`config.mk`:
```
export PLATFORM = sky130hd
export DESIGN_NAME = polmem_stream_reader
export DESIGN_NICKNAME = d
export VERILOG_FILES = /design/src/rtl/saber_pkg.sv /design/src/rtl/skid_fifo2.sv /design/src/rtl/polmem_stream_reader.sv
export SDC_FILE = /design/constraint.sdc
export NUM_CORES = 1
export LEC_CHECK = 0
export BUFFER_PORTS_ARGS = -buffer_cell sky130_fd_sc_hd__buf_4
export CORE_ASPECT_RATIO = 1.5
export CORE_MARGIN = 2
export CORE_UTILIZATION = 56
export DETAILED_ROUTE_END_ITERATION = 8
export PLACE_DENSITY = 0.81
export SLEW_MARGIN = 20
export SYNTH_ARGS = -nofsm -noshare
export SYNTH_HDL_FRONTEND = slang
export SYNTH_HIERARCHICAL = 1
export SYNTH_SLANG_ARGS = --single-unit
```
`constraint.sdc`:
```
create_clock -name clk -period 7.05 [get_ports clk]
set_clock_uncertainty 0.2 [all_clocks]
set_input_delay 0 -clock clk [delete_from_list [all_inputs] [get_ports clk]]
set_output_delay 0 -clock clk [all_outputs]
set_load 0.02 [all_outputs]
```
`src/rtl/saber_pkg.sv`:
```
// Shared definitions for the PolMem streaming path.
// Holds the PolMem geometry, the Saber polynomial shape (words per
// polynomial and polynomials per vector) and the reader FSM state encoding.
package saber_pkg;

    localparam int POLMEM_ADDR_W = 8;
    localparam int POLMEM_DATA_W = 64;
    localparam int SABER_N_WORDS = 64;
    localparam int SABER_L       = 3;

    typedef enum logic [1:0] {
        ST_IDLE  = 2'd0,
        ST_READ  = 2'd1,
        ST_DRAIN = 2'd2,
        ST_DONE  = 2'd3
    } state_t;

endpackage

```
`src/rtl/skid_fifo2.sv`:
```
// Two-entry in-order FIFO used as the skid buffer between PolMem and the
// operand FIFO.  Entries are kept in a shift arrangement: entry 0 is always
// the head, so the head is a plain register and can drive outputs directly.
// Ports:
//   clk, rst  clock, asynchronous active-high reset
//   wr        write wdata this cycle (caller guarantees no overflow)
//   wdata     entry to store
//   rd        remove the head this cycle (only when count != 0)
//   head      current head entry
//   count     number of valid entries, 0..2
module skid_fifo2 #(
    parameter int W = 8
) (
    input  logic         clk,
    input  logic         rst,
    input  logic         wr,
    input  logic [W-1:0] wdata,
    input  logic         rd,
    output logic [W-1:0] head,
    output logic [1:0]   count
);

    logic [W-1:0] entry1;

    always_ff @(posedge clk or posedge rst) begin
        if (rst) begin
            head   <= '0;
            entry1 <= '0;
            count  <= '0;
        end else begin
            case ({wr, rd})
                2'b10: begin
                    if (count == 2'd0) head <= wdata;
                    else               entry1 <= wdata;
                    count <= count + 2'd1;
                end
                2'b01: begin
                    head  <= entry1;
                    count <= count - 2'd1;
                end
                2'b11: begin
                    // Head leaves and the new word enters; occupancy unchanged.
                    if (count == 2'd1) begin
                        head <= wdata;
                    end else begin
                        head   <= entry1;
                        entry1 <= wdata;
                    end
                end
                default: ;
            endcase
        end
    end

endmodule

```
`src/rtl/polmem_stream_reader.sv`:
```
// Streams NUM_POLY consecutive NUM_WORDS-word polynomials from PolMem
// (1-cycle-latency BRAM) into the operand FIFO of the polynomial multiplier.
// A 2-entry skid buffer absorbs FIFO back-pressure so no BRAM word is lost
// or duplicated.
// Ports:
//   clk, rst        clock, asynchronous active-high reset
//   start           1-cycle start pulse, honoured only in IDLE
//   src_base        first PolMem address, captured on accepted start
//   PolMem_address  BRAM read address (wraps modulo 2**ADDR_W)
//   PolMem_ren      BRAM read enable, data returns next cycle
//   PolMem_dout     BRAM read data
//   fifo_din        word pushed to the operand FIFO (skid head)
//   fifo_wen        FIFO push
//   fifo_full       FIFO cannot accept a push this cycle
//   fifo_last       pushed word is the last word of its polynomial
//   poly_idx        polynomial index of the word on fifo_din
//   busy            high from accepted start until done
//   done            1-cycle pulse after the final push
module polmem_stream_reader
    import saber_pkg::*;
#(
    parameter int ADDR_W    = POLMEM_ADDR_W,
    parameter int DATA_W    = POLMEM_DATA_W,
    parameter int NUM_WORDS = SABER_N_WORDS,
    parameter int NUM_POLY  = SABER_L
) (
    input  logic              clk,
    input  logic              rst,
    input  logic              start,
    input  logic [ADDR_W-1:0] src_base,
    output logic [ADDR_W-1:0] PolMem_address,
    output logic              PolMem_ren,
    input  logic [DATA_W-1:0] PolMem_dout,
    output logic [DATA_W-1:0] fifo_din,
    output logic              fifo_wen,
    input  logic              fifo_full,
    output logic              fifo_last,
    output logic [1:0]        poly_idx,
    output logic              busy,
    output logic              done
);

    localparam int TOTAL = NUM_POLY * NUM_WORDS;
    localparam int CNT_W = $clog2(TOTAL + 1);
    localparam int WRD_W = $clog2(NUM_WORDS);
    localparam int ENT_W = DATA_W + 3;
    localparam logic [CNT_W-1:0] TOTAL_C = CNT_W'(TOTAL);
    localparam logic [CNT_W-1:0] LAST_C  = CNT_W'(TOTAL - 1);

    state_t            state;
    logic [CNT_W-1:0]  rd_cnt;
    logic              vld_p1;
    logic [2:0]        tag_p1;
    logic [2:0]        issue_tag;
    logic [1:0]        buf_cnt;
    logic [ENT_W-1:0]  head;
    logic              pop;
    logic              reads_left;
    logic [2:0]        occ_next;

    assign pop        = (buf_cnt != 2'd0) && !fifo_full;
    assign fifo_wen   = pop;
    assign reads_left = (rd_cnt != TOTAL_C);

    // Buffer occupancy after this edge, counting the word returning now.
    // Using the current pop here lets a read be issued in the same cycle
    // a slot frees, which keeps 1 word/cycle through a 2-entry buffer.
    assign occ_next = {1'b0, buf_cnt} + {2'b00, vld_p1} - {2'b00, pop};

    assign PolMem_ren = (state == ST_READ) && reads_left && (occ_next < 3'd2);

    // Tag travels with the read: {polynomial index, last word of polynomial}.
    assign issue_tag = {2'(rd_cnt >> WRD_W), &rd_cnt[WRD_W-1:0]};

    // Stage p0 -> p1: read issued, BRAM access in progress
    always_ff @(posedge clk or posedge rst) begin
        if (rst) begin
            state          <= ST_IDLE;
            rd_cnt         <= '0;
            PolMem_address <= '0;
            vld_p1         <= 1'b0;
            tag_p1         <= '0;
            busy           <= 1'b0;
            done           <= 1'b0;
        end else begin
            vld_p1 <= PolMem_ren;
            if (PolMem_ren) tag_p1 <= issue_tag;
            done <= 1'b0;
            case (state)
                ST_IDLE: begin
                    if (start) begin
                        state          <= ST_READ;
                        PolMem_address <= src_base;
                        rd_cnt         <= '0;
                        busy           <= 1'b1;
                    end
                end
                ST_READ: begin
                    if (PolMem_ren) begin
                        PolMem_address <= PolMem_address + ADDR_W'(1);
                        rd_cnt         <= rd_cnt + CNT_W'(1);
                        if (rd_cnt == LAST_C) state <= ST_DRAIN;
                    end
                end
                ST_DRAIN: begin
                    // Leave on the cycle of the final pop so done follows it directly.
                    if (occ_next == 3'd0) begin
                        state <= ST_DONE;
                        done  <= 1'b1;
                        busy  <= 1'b0;
                    end
                end
                ST_DONE: begin
                    state <= ST_IDLE;
                end
                default: state <= ST_IDLE;
            endcase
        end
    end

    // Stage p1 -> p2: returning BRAM word captured into the skid buffer
    skid_fifo2 #(
        .W(ENT_W)
    ) u_skid (
        .clk   (clk),
        .rst   (rst),
        .wr    (vld_p1),
        .wdata ({tag_p1, PolMem_dout}),
        .rd    (pop),
        .head  (head),
        .count (buf_cnt)
    );

    assign {poly_idx, fifo_last, fifo_din} = head;

endmodule
```
== After elaboration in Yosys (flattened, before gate mapping) ==
Index checks and enable logic that the tools add are counted.

* Register bits: 160
* Input port bits: 76
* Output and inout bits: 79
* Logic and storage cells: 75

* Add/sub/neg operators: 6
* Order comparisons: 1
* Equality and inequality tests: 16
* Multiplexer cells: 23
* Reduce and logical (&&, ||, !) cells: 19

{| class="wikitable"
|+ Operators by type and width
! cell !! count
|-
| 2-to-1 mux 67 bit || 4
|-
| case mux 67 bit (3 select lines) || 1
|-
| case mux 67 bit (2 select lines) || 1
|-
| 2-to-1 mux 8 bit || 4
|-
| case mux 8 bit (2 select lines) || 2
|-
| adder 8 x 1 -> 8 bit, second input constant || 2
|-
| != test 2 bit, second input constant || 5
|-
| nonzero test 2 bit || 5
|-
| AND reduction 3 bit || 3
|-
| equality test 2 bit, second input constant || 4
|-
| equality test 8 bit, second input constant || 1
|-
| 2-to-1 mux 2 bit || 4
|-
| != test 8 bit, second input constant || 1
|-
| case mux 2 bit (4 select lines) || 1
|-
| equality test 2 x 1 -> 1 bit, second input constant || 3
|-
| AND reduction 6 bit || 1
|-
| logical NOT 2 bit || 2
|-
| 2-to-1 mux 1 bit || 4
|-
| != test 2 x 1 -> 1 bit, second input constant || 2
|-
| case mux 2 bit (2 select lines) || 1
|-
| AND reduction 4 bit || 1
|-
| adder 2 x 1 -> 3 bit || 1
|-
| logical AND 1 bit || 3
|-
| logical NOT 3 bit || 1
|-
| 8 further kinds || 8
|}

== Logic depth before layout (Yosys ltp) ==
Gate-level depths: netlist (run 1).

* Depth in word-level cells: 7
* Depth in mapped cells: 12
* Depth with buffers taken out: 11

== Hierarchy ==
The synthesis (run 1) kept the hierarchy.

{| class="wikitable"
|+ Modules (own cells, without submodules)
! module !! times used !! cells an instance !! area each (um2)
|-
| skid_fifo2 || 1 || 555 || 6243.5
|-
| polmem_stream_reader || 1 || 165 || 1551.5
|}

== Worst setup path before layout (run 1) ==
No wires, ideal clock.

* Path type: reg2reg
* From: reg u_skid.count[1]
* To: reg state[1]
* Setup time: 0.127 ns
* Arrival: 3.021 ns
* Slack: 3.701 ns
* Cell stages (with the launch flop): 13
* Path buffers: 1
* Period minus slack after synthesis: 3.349 ns
* Cell sequence: dfrtp_1 > nor2_1 > nor2_1 > ha_1 > inv_1 > ha_1 > inv_1 > fa_1 > clkbuf_1 > nand3b_1 > o41ai_1 > nand3_1 > mux2_1

* Word-level cells in the longest chain between the ends: 7
* Elaborated cells between the ends (all ways): 10
* Classes of those cells: add/sub (2); order compare (1); eq/ne (2); reduce/logical (5)

{| class="wikitable"
|+ RTL lines
! element !! line !! text
|-
| start, declared || skid_fifo2.sv:20 || <nowiki>output logic [1:0] count</nowiki>
|-
| start signal, assigned || skid_fifo2.sv:35 || <nowiki>count <= count + 2'd1;</nowiki>
|-
| start signal, assigned || skid_fifo2.sv:39 || <nowiki>count <= count - 2'd1;</nowiki>
|-
| nonzero test 2 bit (*) || polmem_stream_reader.sv:61 || <nowiki>assign pop = (buf_cnt != 2'd0) && !fifo_full;</nowiki>
|-
| logical AND 1 bit (*) || polmem_stream_reader.sv:61 ||
|-
| net fifo_wen || polmem_stream_reader.sv:35 || <nowiki>output logic fifo_wen,</nowiki>
|-
| subtractor 3 x 1 -> 3 bit (*) || polmem_stream_reader.sv:68 || <nowiki>assign occ_next = {1'b0, buf_cnt} + {2'b00, vld_p1} - {2'b00, pop};</nowiki>
|-
| less-than comparator 3 x 2 -> 1 bit || polmem_stream_reader.sv:70 || <nowiki>assign PolMem_ren = (state == ST_READ) && reads_left && (occ_next < 3'd2);</nowiki>
|-
| logical AND 1 bit || polmem_stream_reader.sv:70 ||
|-
| != test 2 bit (no line) || -- ||
|-
| AND reduction 4 bit (no line) (*) || -- ||
|-
| end signal, assigned || polmem_stream_reader.sv:78 || <nowiki>state <= ST_IDLE;</nowiki>
|-
| end signal, assigned || polmem_stream_reader.sv:92 || <nowiki>state <= ST_READ;</nowiki>
|-
| end signal, assigned || polmem_stream_reader.sv:102 || <nowiki>if (rd_cnt == LAST_C) state <= ST_DRAIN;</nowiki>
|-
| end, declared || polmem_stream_reader.sv:50 || <nowiki>state_t state;</nowiki>
|}

The timed path passes the listed nets; every way through them passes the cells marked *.
A chain may end at the register's enable or synchronous reset.

== Worst setup path in the final report (run 1) ==
* From: reg u_skid.count[1]
* To: out PolMem_ren

* Word-level cells in the longest chain between the ends: 5
* Elaborated cells between the ends (all ways): 6
* Classes of those cells: add/sub (2); order compare (1); reduce/logical (3)

{| class="wikitable"
|+ RTL lines
! element !! line !! text
|-
| branches (longest 2 deep; another with adder 2 x 1 -> 3 bit) || -- ||
|-
| subtractor 3 x 1 -> 3 bit (*) || polmem_stream_reader.sv:68 ||
|-
| less-than comparator 3 x 2 -> 1 bit (*) || polmem_stream_reader.sv:70 ||
|-
| logical AND 1 bit (*) || polmem_stream_reader.sv:70 ||
|-
| end, declared || polmem_stream_reader.sv:32 || <nowiki>output logic PolMem_ren,</nowiki>
|}

Every way passes the cells marked *.

==> results of run 1 <==
## critical path, cell delays in order (launching register included)
cell	delay (ns)
dfrtp_1	0.47
nor2_1	0.06
nor2_1	0.33
ha_1	0.31
inv_1	0.06
ha_1	0.14
inv_1	0.05
fa_1	0.42
xnor2_1	0.44
o211a_1	0.48
nand2_2	0.15
inv_1	0.17
buf_4	0.16
## synth_stat cells (all sizes together), types with 2 or more instances
cell | count | area, um2
dfrtp | 160 | 4000
nand3b | 2 | 15.0
nor2 | 10 | 37.5
and2 | 2 | 12.5
a41oi | 2 | 17.5
and4 | 4 | 35.0
inv | 18 | 67.6
clkbuf | 33 | 125
nand2 | 13 | 51.3
o21ai | 74 | 374
a31oi | 71 | 444
a22oi | 2 | 15.0
ha | 15 | 188
o32a | 5 | 50.1
o22a | 2 | 17.5
a21oi | 77 | 385
nor3 | 11 | 65.1
o31ai | 3 | 22.5
nand2b | 6 | 40.0
buf | 32 | 255
nor2b | 2 | 12.5
xor2 | 2 | 17.5
mux2 | 72 | 923
nand3 | 76 | 380
o22ai | 2 | 18.8
xnor2 | 2 | 17.5
## metrics by stage
stage | setup slack (ns) | util (%) | hold slack [ns] | instance area, um2
4_1_cts | 3.27 | 75.0 | 0.0476 | 10100
2_1_floorplan | 3.21 | - | -0.185 | 7790
3_3_place_gp | 3.40 | 65.2 | -0.0748 | 8830
5_1_grt | 2.96 | 75.2 | 0.0880 | 10200
3_5_place_dp | 3.31 | 65.2 | -0.0626 | 8830
6_report | 3.18 | 75.2 | 0.0259 | 10200
## layer usage
layer  vias up  GRT usage (%)  part of all wire (%)
met4         0           14.9                   3.2
met5         -              0                     0
met1      3413           35.9                    37
met3        58           5.36                   6.9
met2       358           49.2                    53
li1       3042              -                     -
## cells by family (layout without fill, tap and decap cells)
kind of cell	count (synthesis)	count (layout)
compound gates	249	249
xor+xnor	4	4
fa+ha+maj	16	16
buf+inv	83	284
flops	160	160
mux	73	73
simple gates	135	135
## flip-flops by register name, summed over array words and instances, names as in the netlist
name            count
u_skid/entry1      67
u_skid/head        67
PolMem_address      8
rd_cnt              8
tag_p1              3
state               2
u_skid/count        2
busy                1
done                1
vld_p1              1
## repair_timing
item                                   CTS  global route
endpoints found under the hold margin  234             0
hold buffers                            76             0
gates resized for setup                  0             0
## power by group through the flow
stage / registers, mW / logic, mW / clock network [mW]
global placement: 1.64 / 2.25 / 0
finish: 1.68 / 2.44 / 0.871
detailed placement: 1.68 / 2.34 / 0
floorplan: 1.87 / 1.44 / 0
CTS: 1.67 / 2.40 / 0.876
global route: 1.72 / 2.62 / 0.915
## final cells by class
class / instances / area (um2)
Clock buffer: 19 / 443
Clock inverter: 12 / 113
Fill cell: 903 / 3350
Inverter: 18 / 73.8
Multi-Input combinational cell: 477 / 3370
Sequential cell: 160 / 4000
Tap cell: 162 / 203
Timing Repair Buffer: 235 / 1970
## how the worst max path moves through the flow
stage / start / end / slack [ns] / depth (start not counted)
floorplan: rst / u_skid/count[0]$_DFFE_PP0P_ / 3.21 / 1
global placement: u_skid/count[1]$_DFFE_PP0P_ / u_skid/head[8]$_DFFE_PP0P_ / 3.40 / 7
detailed placement: u_skid/count[1]$_DFFE_PP0P_ / u_skid/head[5]$_DFFE_PP0P_ / 3.31 / 7
CTS: u_skid/count[1]$_DFFE_PP0P_ / PolMem_ren / 3.27 / 12
global route: u_skid/count[1]$_DFFE_PP0P_ / PolMem_ren / 2.96 / 12
finish: u_skid/count[1]$_DFFE_PP0P_ / PolMem_ren / 3.18 / 12
==> implementation parameters, run 1 <==
Parameter                              Value

CTS
  Clock slew seen by the registers of the worst setup and hold paths ... 0.06 ns
  Clock insertion delay at the later pin of the skew report ... 0.42 ns
  Clock tree from TritonCTS ... done
  Root Buffer ... clkbuf_16
  Number of levels in the clock H-tree ... 4
  Number of buffers added by the clock tree synthesis step ... 17
  Maximum root-to-sink buffer count ... 2
  Clock sink count ... 160
  # Post-CTS Setup Buffers ... 0

STA
  Post-layout minimum cycle time ... 3.87 ns
  Final critical-path share of the clock period ... 54.9%
  Actual transition at the worst max-transition pin ... 1.08 ns
  Summed negative setup slack over all endpoints ... 0 ns
  Final hold viol count ... 0
  RSZ-0062 raised after global routing ... no
  Pins Over Slew Limit ... 0
  Finish-stage setup viols ... 0
  Achievable frequency ... 258 MHz
  Max transition margin ... 27.9%

Run
  Number of max-cap violations ... 0

Yosys
  Seq cells post-synth ... 160
  Synthesized instance count ... 720
  Yosys warning total ... 6
  Average footprint of a synthesized cell ... 10.8 um2
  Xor-xnor portion of the synthesized cell area ... 0.449%
  Number of enable-type register cells in the synthesized netlist ... 0
  Sequential area share after synthesis ... 51.4%
  Post-Syn Nets ... 812
  Ys flop type ... dfrtp_1
  Dominant combinational cell family by area after synthesis ... compound AO/OA/AOI/OAI gates
  Distinct cell type count after synthesis ... 61
  Async set-reset flop share out of synthesis ... 100%
  Simple-gate portion of the synthesized area ... 9.21%
  Cell area after synthesis ... 7790 um2
  Multiplexer share of the synthesized area ... 12.0%
  Share of the synthesized area in compound gates (AO/OA/AOI/OAI) ... 18.6%
  Adder-cell share of the synthesized area ... 2.66%

Min path
  Type of the tightest min-delay check ... in2async

Floorplan
  Die outline height ... 148 um
  Std cell rows ... 52
  Starting utilization of the core area ... 57.6%
  Die X-Extent ... 100 um
  I/O pin count ... 155
  Core area ... 13,500 um2
  Die area ... 14,900 um2

Routing
  Antenna Nets Post-Route ... 0
  Routed WL per cell ... 20.2 um
  Number of search-and-repair iterations in the first detailed-routing pass ... 5
  Iteration-0 DRC count of the detailed router ... 583
  DRC viols ... 0
  Total number of vias ... 6,871
  Mean number of vias per cell ... 6.34
  WL final ... 21,900 um

Final layout
  Post-route insts no fill ... 1,083
  Number of nets in the finished design ... 1,001
  Commonest cells after routing, fill and taps aside ... dfrtp_1, buf_4, a21oi_1, nand3_1, dlygate4sd3_1
  Area growth from synthesis to layout ... 30.6%
  Fraction of final layout cells with drive strength greater than 1 ... 29.5%
  Most common library cell in the layout ignoring fill and taps ... dfrtp_1
  Antenna Diode Count ... 0

Pwr
  Switching part of the total power ... 41.2%
  LEAKAGE ... 4.41 nW
  Register share of total power ... 33.7%
  Overall power of the completed layout ... 4.99 mW
  Power Dens Cells ... 491 nW/um2
  Internal power of the cells ... 2.94 mW
  Worst VDD drop ... 294 uV
  Switching pwr ... 2.06 mW
  Combinational fraction of design power ... 48.9%
  Share of power burned in the clock network ... 17.4%

Critical path
  Crit path kind ... reg2out
  Sort of element at the start of the critical path ... register
  Critical path peak fanout ... 11
  Depth of the worst register-to-register path ... 7
  Reg-to-Reg Start ... state[1]$_DFFE_PP0P_
  FF-to-FF setup slack ... 3.29 ns
  Crit Reg-Reg Endpoint ... PolMem_address[0]$_DFFE_PP0P_
  Data required time at the worst endpoint ... 6.85 ns
  Capturing element type of the critical path ... output port
  Arrival time at the worst endpoint ... 3.67 ns

Placed design
  Port buffer count ... 154
  Placed cell count ... 975
  Weighted congestion reported at the end of routability-driven placement ... 0.844
  Hpwl dp ... 12,800 um

Outcome
  Result of the run ... complete, no violations

Global routing
  Number of global-route vias before repair ... 7,063
  GR Overflow Total ... 0
  Total Routing Usage GR ... 29.3%
  Initial antenna violation count ... 0
  Largest net degree at the start of global routing ... 70
  First-pass GRT wire length ... 34,700 um
Power figures use the tool's default switching activity.
==> run 2: changes to the inputs <==
- ABC_AREA: unset -> 1
- clock period: 7.05 -> 3.9 ns (I/O delays scaled with it)
==> implementation parameters, run 2 <==
Parameter                              Value

Outcome
  Result of the run ... complete, no violations

STA
  Finish-stage setup viols ... 0
  Actual transition at the worst max-transition pin ... 1.03 ns
  Post-layout minimum cycle time ... 3.53 ns
  RSZ-0062 raised after global routing ... no
  Achievable frequency ... 284 MHz
  Summed negative setup slack over all endpoints ... 0 ns
  Final critical-path share of the clock period ... 90.4%
  Final hold viol count ... 0
  Pins Over Slew Limit ... 0
  Worst-case hold slack ... 0.139 ns
  Max transition margin ... 31.3%

Critical path
  Arrival time at the worst endpoint ... 3.68 ns
  Worst setup path startpoint ... u_skid/count[1]$_DFFE_PP0P_
  Sort of element at the start of the critical path ... register
  Delay of the slowest cell on the worst path ... 0.58 ns
  Critical Path, Cell by Cell ... inv_1, a21oi_1, ha_1, inv_1, ha_1, inv_1, fa_1, inv_1, nor2_1, nand3_2, nand2_4, nand3_1, dlygate4sd3_1, nand2_1
  Cell at the slowest stage of the critical path ... dlygate4sd3_1
  Crit path kind ... reg2reg
  Critical path peak fanout ... 17
  Crit path top cell by count ... inv_1
  Capturing element type of the critical path ... register
  Reg-to-Reg Start ... u_skid/count[1]$_DFFE_PP0P_
  Data required time at the worst endpoint ... 4.06 ns

Pwr
  Combinational fraction of design power ... 47.4%
  Switching part of the total power ... 43.4%
  Register share of total power ... 33.4%
  LEAKAGE ... 5.86 nW
  Share of power burned in the clock network ... 19.2%
  Worst VDD drop ... 430 uV
  Internal power of the cells ... 4.71 mW
  Power Dens Cells ... 795 nW/um2
  Overall power of the completed layout ... 8.31 mW
  Switching pwr ... 3.61 mW

Placed design
  Weighted congestion reported at the end of routability-driven placement ... 0.861
  Hpwl dp ... 12,400 um
  Port buffer count ... 154

CTS
  Clock slew seen by the registers of the worst setup and hold paths ... 0.06 ns
  Number of buffers added by the clock tree synthesis step ... 17
  Root Buffer ... clkbuf_16
  Maximum root-to-sink buffer count ... 2
  Clock tree from TritonCTS ... done
  Number of levels in the clock H-tree ... 4
  # Post-CTS Setup Buffers ... 0
  Post-cts sizing count ... 0
  Clock insertion delay at the later pin of the skew report ... 0.41 ns
  Clock sink count ... 160

Routing
  Antenna Nets Post-Route ... 0
  Iteration-0 DRC count of the detailed router ... 445
  WL met1 ... 8240 um
  WL final ... 20,800 um
  Total number of vias ... 7,613
  DRC viols ... 0
  Routed WL per cell ... 14.4 um
  Mean number of vias per cell ... 5.27
  Routed length on met2 ... 10,900 um
  Amount of wire on met3 after detailed routing ... 1050 um
  Number of search-and-repair iterations in the first detailed-routing pass ... 5
  Top metal layer carrying routed signals ... met4

Yosys
  Leading area contributor after synthesis ... dfrtp_1
  Synthesized instance count ... 1,065
  Most frequent cell after synthesis ... nand2_1
  Async set-reset flop share out of synthesis ... 100%
  Post-Syn Nets ... 1,157
  Cell area after synthesis ... 7890 um2
  Distinct cell type count after synthesis ... 25
  Seq cells post-synth ... 160
  Number of enable-type register cells in the synthesized netlist ... 0
  Average footprint of a synthesized cell ... 7.41 um2
  Ys flop type ... dfrtp_1
  Commonest cells in the synthesized netlist ... nand2_1, nand3_1, dfrtp_1, inv_1, buf_2
  Synth area leaders ... dfrtp_1, nand2_1, nand3_1
  Fraction of post-synthesis cell area in the top cell type by area ... 50.7%
  Yosys warning total ... 6
  Sequential area share after synthesis ... 50.7%

Floorplan
  Std cell rows ... 53
  Die outline height ... 149 um
  Core area ... 13,900 um2
  Die X-Extent ... 101 um
  Starting utilization of the core area ... 56.7%
  I/O pin count ... 155
  Die area ... 15,100 um2

Global routing
  Number of global-route vias before repair ... 7,362
  Largest net degree at the start of global routing ... 107
  GR Overflow Total ... 0
  Total Routing Usage GR ... 28.5%
  First-pass GRT wire length ... 34,400 um
  Initial antenna violation count ... 0

Final layout
  Biggest registers after layout ... u_skid/entry1: 67 flops, u_skid/head: 67 flops
  Antenna Diode Count ... 0
  Number of nets in the finished design ... 1,361
  Total of fill cells in the finished design ... 1,055
  Area growth from synthesis to layout ... 32.5%
  Most common library cell in the layout ignoring fill and taps ... nand2_1
  Commonest cells after routing, fill and taps aside ... nand2_1, buf_4, nand3_1, dfrtp_1, dlygate4sd3_1
  Fraction of final layout cells with drive strength greater than 1 ... 16.2%

Min path
  Type of the tightest min-delay check ... in2async

Run
  Number of max-cap violations ... 0
## run 2: cell count changes after synthesis, sizes merged, moves of 9 or more
cell,before,now
a31oi,71,0
clkbuf,33,24
mux2,72,0
o21ai,74,9
nand2,13,572
a21oi,77,6
nand3,76,165
inv,18,40
nor3,11,0
nor2,10,26
## run 2: logic make-up (layout without fill, tap and decap cells)
group | count (synthesis) | in the layout | share of synthesized area [%]
AND/OR/NAND/NOR | 767 | 767 | 39.5
XOR/XNOR | 3 | 3 | 0.333
buffers and inverters | 102 | 317 | 5.57
adder cells (fa/ha/maj) | 16 | 16 | 2.63
flip-flops | 160 | 160 | 50.7
AO/OA/AOI/OAI | 17 | 17 | 1.24
## run 2: final timing paths
| kind | cells past startpoint | endpoint | slack, ns |
|---|---|---|---|
| max in group asynchronous | 4 | u_skid/entry1[18]$_DFFE_PP0P_ | 2.33 |
| max | 14 | PolMem_address[3]$_DFFE_PP0P_ | 0.37 |
| min | 3 | u_skid/entry1[50]$_DFFE_PP0P_ | 0.14 |
| max reg2reg | 14 | PolMem_address[3]$_DFFE_PP0P_ | 0.37 |
| min reg2reg | 2 | u_skid/entry1[54]$_DFFE_PP0P_ | 0.27 |
| min in group clk | 4 | u_skid/entry1[1]$_DFFE_PP0P_ | 0.16 |
## run 2: critical path: cells and delay by family (launching register included)
kind	cells	cell delay [ns]
simple gates	5	0.68
buf+inv	5	0.84
compound gates	1	0.36
fa+ha+maj	3	0.96
flops	1	0.43
## run 2: cell type report
| class | count | area (um2) | area share, % |
|---|---|---|---|
| Clock buffer | 20 | 447 | 4.27 |
| Sequential cell | 160 | 4000 | 38.3 |
| Tap cell | 165 | 206 | 1.98 |
| Clock inverter | 10 | 115 | 1.10 |
| Inverter | 41 | 159 | 1.52 |
| Timing Repair Buffer | 246 | 2040 | 19.5 |
| Multi-Input combinational cell | 803 | 3480 | 33.3 |
## run 2: timing repair
| item | CTS | global route |
|---|---|---|
| endpoints found under the hold margin | 270 | 0 |
| endpoints found under the setup margin | 0 | 0 |
| hold buffers | 78 | 0 |
## run 2: metal layers
layer  vias up  GRT usage, %
li1       3723             -
met2       263          48.5
met3        52          5.20
met4         0          10.9
met5         -             0
met1      3575          36.0
## run 2: through the flow
| step | utilization, % | cell area (um2) | instances | setup WS [ns] |
|---|---|---|---|---|
| after floorplan | - | 7890 | 1065 | 0.0605 |
| after global placement | 65.4 | 9110 | 1337 | 0.935 |
| after detailed placement | 65.4 | 9110 | 1337 | 0.812 |
| after CTS | 75.1 | 10500 | 1445 | 0.393 |
| after global routing | 75.1 | 10500 | 1445 | 0.109 |
| final | 75.1 | 10500 | 1445 | 0.375 |
## run 2: power by group through the flow
stage | logic (mW) | clock network, mW | registers [mW]
floorplan | 2.28 | 0 | 3.12
global placement | 3.73 | 0 | 2.76
detailed placement | 3.83 | 0 | 2.78
CTS | 3.93 | 1.62 | 2.77
global route | 4.42 | 1.69 | 2.86
finish | 3.94 | 1.60 | 2.78
